`config.mk`:
```
export PLATFORM = sky130hd
export DESIGN_NAME = regfile_multiport
export DESIGN_NICKNAME = d
export VERILOG_FILES = /design/src/rtl/regfile_pkg.sv /design/src/rtl/uart_word_packer.sv /design/src/rtl/regfile_multiport.sv
export SDC_FILE = /design/constraint.sdc
export NUM_CORES = 2
export LEC_CHECK = 0
export BUFFER_PORTS_ARGS = -buffer_cell sky130_fd_sc_hd__buf_4
export CELL_PAD_IN_SITES_DETAIL_PLACEMENT = 0
export CELL_PAD_IN_SITES_GLOBAL_PLACEMENT = 1
export CORE_MARGIN = 2
export CORE_UTILIZATION = 51
export DETAILED_ROUTE_END_ITERATION = 8
export PLACE_DENSITY = 0.8
export SETUP_SLACK_MARGIN = 0.05
export SLEW_MARGIN = 20
export SYNTH_ARGS = -nofsm -noshare
export SYNTH_HDL_FRONTEND = slang
export SYNTH_SLANG_ARGS = --single-unit
```
`constraint.sdc`:
```
create_clock -name clk -period 41.5 [get_ports clk]
set_clock_uncertainty 0.15 [all_clocks]
set_input_delay 2.075 -clock clk [delete_from_list [all_inputs] [get_ports clk]]
set_output_delay 2.075 -clock clk [all_outputs]
set_load 0.01 [all_outputs]
```
`src/rtl/regfile_pkg.sv`:
```
// Shared definitions for the multiport register file and its UART word packer.
// Optional same-cycle read bypass is enabled by defining REGFILE_BYPASS_EN.
package regfile_pkg;

   localparam int DATA_W_DEF     = 32;
   localparam int ADDR_W_DEF     = 5;
   localparam int NUM_WR_DEF     = 3;
   localparam int UART_REG0_DEF  = 16;
   localparam int UART_REG1_DEF  = 17;
   localparam int RESULT_REG_DEF = 2;

   typedef enum logic {
      PK_IDLE    = 1'b0,
      PK_COLLECT = 1'b1
   } pk_state_e;

   function automatic int bytes_per_word(input int width);
      return width / 8;
   endfunction

endpackage

```
`src/rtl/uart_word_packer.sv`:
```
// Assembles little-endian UART bytes into a register-wide word and raises a
// one-cycle mailbox write strobe in the cycle the final byte arrives.
module uart_word_packer
   import regfile_pkg::*;
#(
   parameter int DATA_W    = DATA_W_DEF,
   parameter int ADDR_W    = ADDR_W_DEF,
   parameter int UART_REG0 = UART_REG0_DEF,
   parameter int UART_REG1 = UART_REG1_DEF
) (
   input  logic              clk,
   input  logic              reset,
   input  logic              rx_valid_i,
   input  logic [7:0]        rx_data_i,
   input  logic              rx_sel_i,
   input  logic              rx_flush_i,
   output logic              mb_we_o,
   output logic [ADDR_W-1:0] mb_addr_o,
   output logic [DATA_W-1:0] mb_word_o,
   output pk_state_e         state_o
);

   localparam int BYTES = bytes_per_word(DATA_W);
   localparam int CNT_W = $clog2(BYTES + 1);

   pk_state_e         state_q, state_d;
   logic [CNT_W-1:0]  cnt_q, cnt_d;
   logic              sel_q, sel_d;
   logic [DATA_W-1:0] stage_q, stage_d;
   logic              last_byte;

   // Flush outranks a simultaneous byte; a select change restarts the word.
   always_comb begin
      state_d   = state_q;
      cnt_d     = cnt_q;
      sel_d     = sel_q;
      stage_d   = stage_q;
      last_byte = 1'b0;
      if (rx_flush_i) begin
         state_d = PK_IDLE;
         cnt_d   = '0;
      end else if (rx_valid_i) begin
         if (BYTES == 1) begin
            stage_d   = DATA_W'(rx_data_i);
            sel_d     = rx_sel_i;
            last_byte = 1'b1;
         end else if (state_q == PK_IDLE || rx_sel_i != sel_q) begin
            stage_d = DATA_W'(rx_data_i);
            sel_d   = rx_sel_i;
            cnt_d   = CNT_W'(1);
            state_d = PK_COLLECT;
         end else begin
            stage_d[cnt_q*8 +: 8] = rx_data_i;
            if (cnt_q == CNT_W'(BYTES - 1)) begin
               last_byte = 1'b1;
               state_d   = PK_IDLE;
               cnt_d     = '0;
            end else begin
               cnt_d = cnt_q + CNT_W'(1);
            end
         end
      end
   end

   always_ff @(posedge clk or posedge reset) begin
      if (reset) begin
         state_q <= PK_IDLE;
         cnt_q   <= '0;
         sel_q   <= 1'b0;
         stage_q <= '0;
      end else begin
         state_q <= state_d;
         cnt_q   <= cnt_d;
         sel_q   <= sel_d;
         stage_q <= stage_d;
      end
   end

   // On the final byte the select matches the latched one, so the live input is enough.
   assign mb_we_o   = last_byte;
   assign mb_word_o = stage_d;
   assign mb_addr_o = rx_sel_i ? ADDR_W'(UART_REG0) : ADDR_W'(UART_REG1);
   assign state_o   = state_q;

endmodule

```
`src/rtl/regfile_multiport.sv`:
```
// Multiport register file with prioritised writes, UART mailbox packer and
// registered result byte. Define REGFILE_BYPASS_EN for write-before-read.
module regfile_multiport
   import regfile_pkg::*;
#(
   parameter int DATA_W     = DATA_W_DEF,
   parameter int ADDR_W     = ADDR_W_DEF,
   parameter int NUM_WR     = NUM_WR_DEF,
   parameter int UART_REG0  = UART_REG0_DEF,
   parameter int UART_REG1  = UART_REG1_DEF,
   parameter int RESULT_REG = RESULT_REG_DEF
) (
   input  logic                     clk,
   input  logic                     reset,
   input  logic [NUM_WR-1:0]        wr_en,
   input  logic [NUM_WR*ADDR_W-1:0] wr_addr,
   input  logic [NUM_WR*DATA_W-1:0] wr_data,
   input  logic [ADDR_W-1:0]        rd_addr1,
   input  logic [ADDR_W-1:0]        rd_addr2,
   output logic [DATA_W-1:0]        rd_data1,
   output logic [DATA_W-1:0]        rd_data2,
   input  logic                     rx_valid,
   input  logic [7:0]               rx_data,
   input  logic                     rx_sel,
   input  logic                     rx_flush,
   output logic                     word_done,
   output logic [7:0]               result_data,
   output pk_state_e                dbg_pk_state
);

   localparam int NREGS = 2**ADDR_W;

   logic [DATA_W-1:0] regs_q [NREGS];
   logic [DATA_W-1:0] regs_d [NREGS];
   logic [7:0]        result_q;
   logic              mb_we;
   logic [ADDR_W-1:0] mb_addr;
   logic [DATA_W-1:0] mb_word;

   uart_word_packer #(
      .DATA_W    (DATA_W),
      .ADDR_W    (ADDR_W),
      .UART_REG0 (UART_REG0),
      .UART_REG1 (UART_REG1)
   ) u_packer (
      .clk        (clk),
      .reset      (reset),
      .rx_valid_i (rx_valid),
      .rx_data_i  (rx_data),
      .rx_sel_i   (rx_sel),
      .rx_flush_i (rx_flush),
      .mb_we_o    (mb_we),
      .mb_addr_o  (mb_addr),
      .mb_word_o  (mb_word),
      .state_o    (dbg_pk_state)
   );

   // Apply lowest-priority sources first so later assignments win; mailbox is last.
   always_comb begin
      regs_d = regs_q;
      for (int i = NUM_WR - 1; i >= 0; i--) begin
         if (wr_en[i] && wr_addr[i*ADDR_W +: ADDR_W] != '0) begin
            regs_d[wr_addr[i*ADDR_W +: ADDR_W]] = wr_data[i*DATA_W +: DATA_W];
         end
      end
      if (mb_we) begin
         regs_d[mb_addr] = mb_word;
      end
      regs_d[0] = '0;
   end

   always_ff @(posedge clk or posedge reset) begin
      if (reset) begin
         for (int k = 0; k < NREGS; k++) begin
            regs_q[k] <= '0;
         end
         result_q <= '0;
      end else begin
         regs_q   <= regs_d;
         result_q <= regs_q[RESULT_REG][7:0];
      end
   end

`ifdef REGFILE_BYPASS_EN
   assign rd_data1 = (rd_addr1 == '0) ? '0 : regs_d[rd_addr1];
   assign rd_data2 = (rd_addr2 == '0) ? '0 : regs_d[rd_addr2];
`else
   assign rd_data1 = (rd_addr1 == '0) ? '0 : regs_q[rd_addr1];
   assign rd_data2 = (rd_addr2 == '0) ? '0 : regs_q[rd_addr2];
`endif

   assign word_done   = mb_we;
   assign result_data = result_q;

endmodule
```
==> impl_metrics.json <==
{
  "status": "complete, no violations",
  "core_area_mm2": 0.146,
  "grtUsageTotal_pct": 43.2,
  "post-route-period-util_pct": 21.3,
  "cts.clk_slew.worst_paths_ps": 60,
  "power_frac_comb_pct": 32.6,
  "synth_edf_count": 0,
  "leakage_nw": 39.4,
  "grt_start_max_net_pins": 159,
  "reg2reg_from": "u_packer.cnt_q[0]",
  "slew_viol_final": 0,
  "seq_area_mm2": 0.0259,
  "rrSetupSlack_ps": 38210,
  "path_class": "in -> out",
  "multi_input_area_mm2": 0.0458,
  "crit_start": "rd_addr1[0]",
  "synth_nets": 7812,
  "grt.overflow.total": 0,
  "vias_per_cell": 7.70,
  "hold_slack_ps": 331,
  "layout.nets": 7314,
  "crit_end": "rd_data1[19]",
  "grt_setup_unrepaired": "no",
  "antenna_found_initial": 27,
  "cts_buffers": 119,
  "tns_ps": 0,
  "crit_arrival_ps": 6600,
  "ios": 211,
  "die_area_mm2": 0.151,
  "wl_um": 337000,
  "clock_latency_ps": 750,
  "routedWlPerCell_um": 36.5,
  "async_reset_ff_share_pct": 100,
  "critPathMaxFanout": 64,
  "wl_met1_um": 124000,
  "p_int_mw": 2.63,
  "final_util_pct": 55.6,
  "dpl.hpwl_um": 195000,
  "cts.repair.resized": 0,
  "fillers": 12800,
  "rr_worst_depth": 8,
  "dr_wl_met2_um": 137000,
  "cts_max_level": 3,
  "clk_path_buf_depth": 3,
  "synth_top_area_cell": "dfrtp_1",
  "gp_congestion": 0.953,
  "yosys_warnings": 0,
  "power_frac_seq_pct": 39.1,
  "drt-pass1-iter-count": 7,
  "min_period_ps": 8820,
  "net-switching-power_mw": 1.34,
  "finalHoldViolCount": 0,
  "syn2layout_area_growth_pct": 7.98,
  "final_common_cell": "mux2i_1",
  "ys_seq_elements": 1037,
  "highest_layer": "met5",
  "layout-drive-gt1-share_pct": 15.8,
  "clock-sinks": 1037,
  "place_ws_ps": 32820,
  "wl_met3_um": 52600,
  "cts_setup_buffers": 0,
  "required_ps": 39270,
  "drc": 0,
  "die_h_um": 388,
  "cts_hold_buf": 0,
  "start_util_pct": 51.5,
  "synth_top_area_share_pct": 34.5,
  "holdCritPathClass": "reg -> reg",
  "crit_path_end_kind": "output pin",
  "grt_pass1_vias": 67600,
  "regToRegEndpoint": "regs_q[502]",
  "num_vias": 70900,
  "sw_frac_of_total_pct": 33.8,
  "critPathLaunchType": "input pin",
  "powerDensity_mw_per_mm2": 48.8,
  "drv_cap": 0,
  "synth-seq-area-share_pct": 34.5,
  "cts_root_buf": "clkbuf_16",
  "port_buffers": 210,
  "grt_pass1_wl_um": 481000,
  "drt_iter0_drc": 11400,
  "tritoncts": "built",
  "syn_area_mm2": 0.0753,
  "avgSynthCellArea_um2": 9.81,
  "synth_top_cells_by_area": "dfrtp_1 (34%), mux2i_1 (15%), mux4_2 (11%), a211oi_1 (6.6%), a21o_1 (6.6%)",
  "synth_ff_type": "dfrtp_1",
  "setup_slack_ps": 32680,
  "ys_types": 47,
  "fmax_mhz": 113,
  "ant_nets": 0,
  "slew_headroom_pct": 11.5,
  "worstMarginPinSlew_ps": 1320,
  "syn_inst": 7669,
  "setup_violations": 0,
  "p_clk_share_pct": 28.2,
  "fp.dieW_um": 388,
  "layout_common_cells": "mux2i_1 (1152), nor2_1 (1046), dfrtp_1 (1037), a211oi_1 (659), a21o_1 (658)",
  "max-vdd-ir-drop_uv": 37.7,
  "row_count": 140
}
## final cells by class
class | instances | share of cell area [%]
Antenna cell | 24 | 0.0739
Clock inverter | 38 | 0.534
Sequential cell | 1037 | 31.9
Clock buffer | 179 | 4.39
Tap cell | 1917 | 2.95
Timing Repair Buffer | 381 | 3.60
Multi-Input combinational cell | 5610 | 56.4
Inverter | 22 | 0.111
## per-layer routing
| metal | global-route usage, % | vias up |
|---|---|---|
| met5 | 1.18 | - |
| met4 | 24.8 | 28 |
| met3 | 17.6 | 1416 |
| met2 | 59.6 | 6236 |
| met1 | 57.1 | 35400 |
| li1 | - | 27900 |
## worst min path at each step
stage / startpoint / endpoint / slack [ps] / cells past startpoint
5_1_grt: regs_q[934] / result_data[6] / 350 / 0
2_1_floorplan: regs_q[928] / result_data[0] / 240 / 0
6_report: regs_q[934] / result_data[6] / 330 / 0
3_3_place_gp: regs_q[934] / result_data[6] / 310 / 0
4_1_cts: regs_q[933] / result_data[5] / 330 / 0
3_5_place_dp: regs_q[933] / result_data[5] / 320 / 0
## per-stage QoR
stage / std cells / total power, mW / cell area (um2)
2_1_floorplan: 7669 / 2.43 / 75300
3_5_place_dp: 8967 / 2.79 / 77200
3_3_place_gp: 8967 / 2.74 / 77200
4_1_cts: 9184 / 3.90 / 81200
5_1_grt: 9191 / 4.10 / 81200
6_report: 9208 / 3.96 / 81300
## registers in the layout, summed over array words and instances (netlist names)
signal	cells
u_packer.stage_q	32
regs_q	992
u_packer.sel_q	1
result_data	8
u_packer.state_o	1
u_packer.cnt_q	3
## power groups by stage
stage                     sequential [mW]  combinational [mW]  clock [mW]
after floorplan                      1.46               0.967           0
after global placement               1.53                1.21           0
after global routing                 1.57                1.38        1.16
after CTS                            1.53                1.25        1.12
after detailed placement             1.54                1.24           0
final                                1.55                1.29        1.12
## synthesized netlist by cell type, drive strengths merged (7+ instances only)
cell and number:
nor2 1101, a22oi 104, buf 225, o211ai 40, o22ai 65, and2 7, a211o 294, a211oi 659
a2bb2oi 32, dfrtp 1037, o31ai 64, nand3 108, inv 22, a22o 128, mux2i 1152, nand2b 9
a21oi 82, a21o 658, mux2 64, mux4 384, nand2 156, nor2b 18, o21ai 443, clkbuf 775
## critical path, stage by stage
cell     delay, ps
buf_8          610
buf_4          820
buf_4          600
buf_4          680
mux2i_1        260
o22ai_1        100
o31ai_1        830
o21ai_0        280
buf_4          220
## cell families after synthesis
group	after synthesis	synth area share (%)
AO/OA/AOI/OAI	2570	24.5
multiplexers	1600	27.8
AND/OR/NAND/NOR	1433	7.66
flip-flops	1037	34.5
buffers and inverters	1022	5.41
adder cells (fa/ha/maj)	6	0.0998
XOR/XNOR	1	0.0216
(Power assumes the default switching activity.)
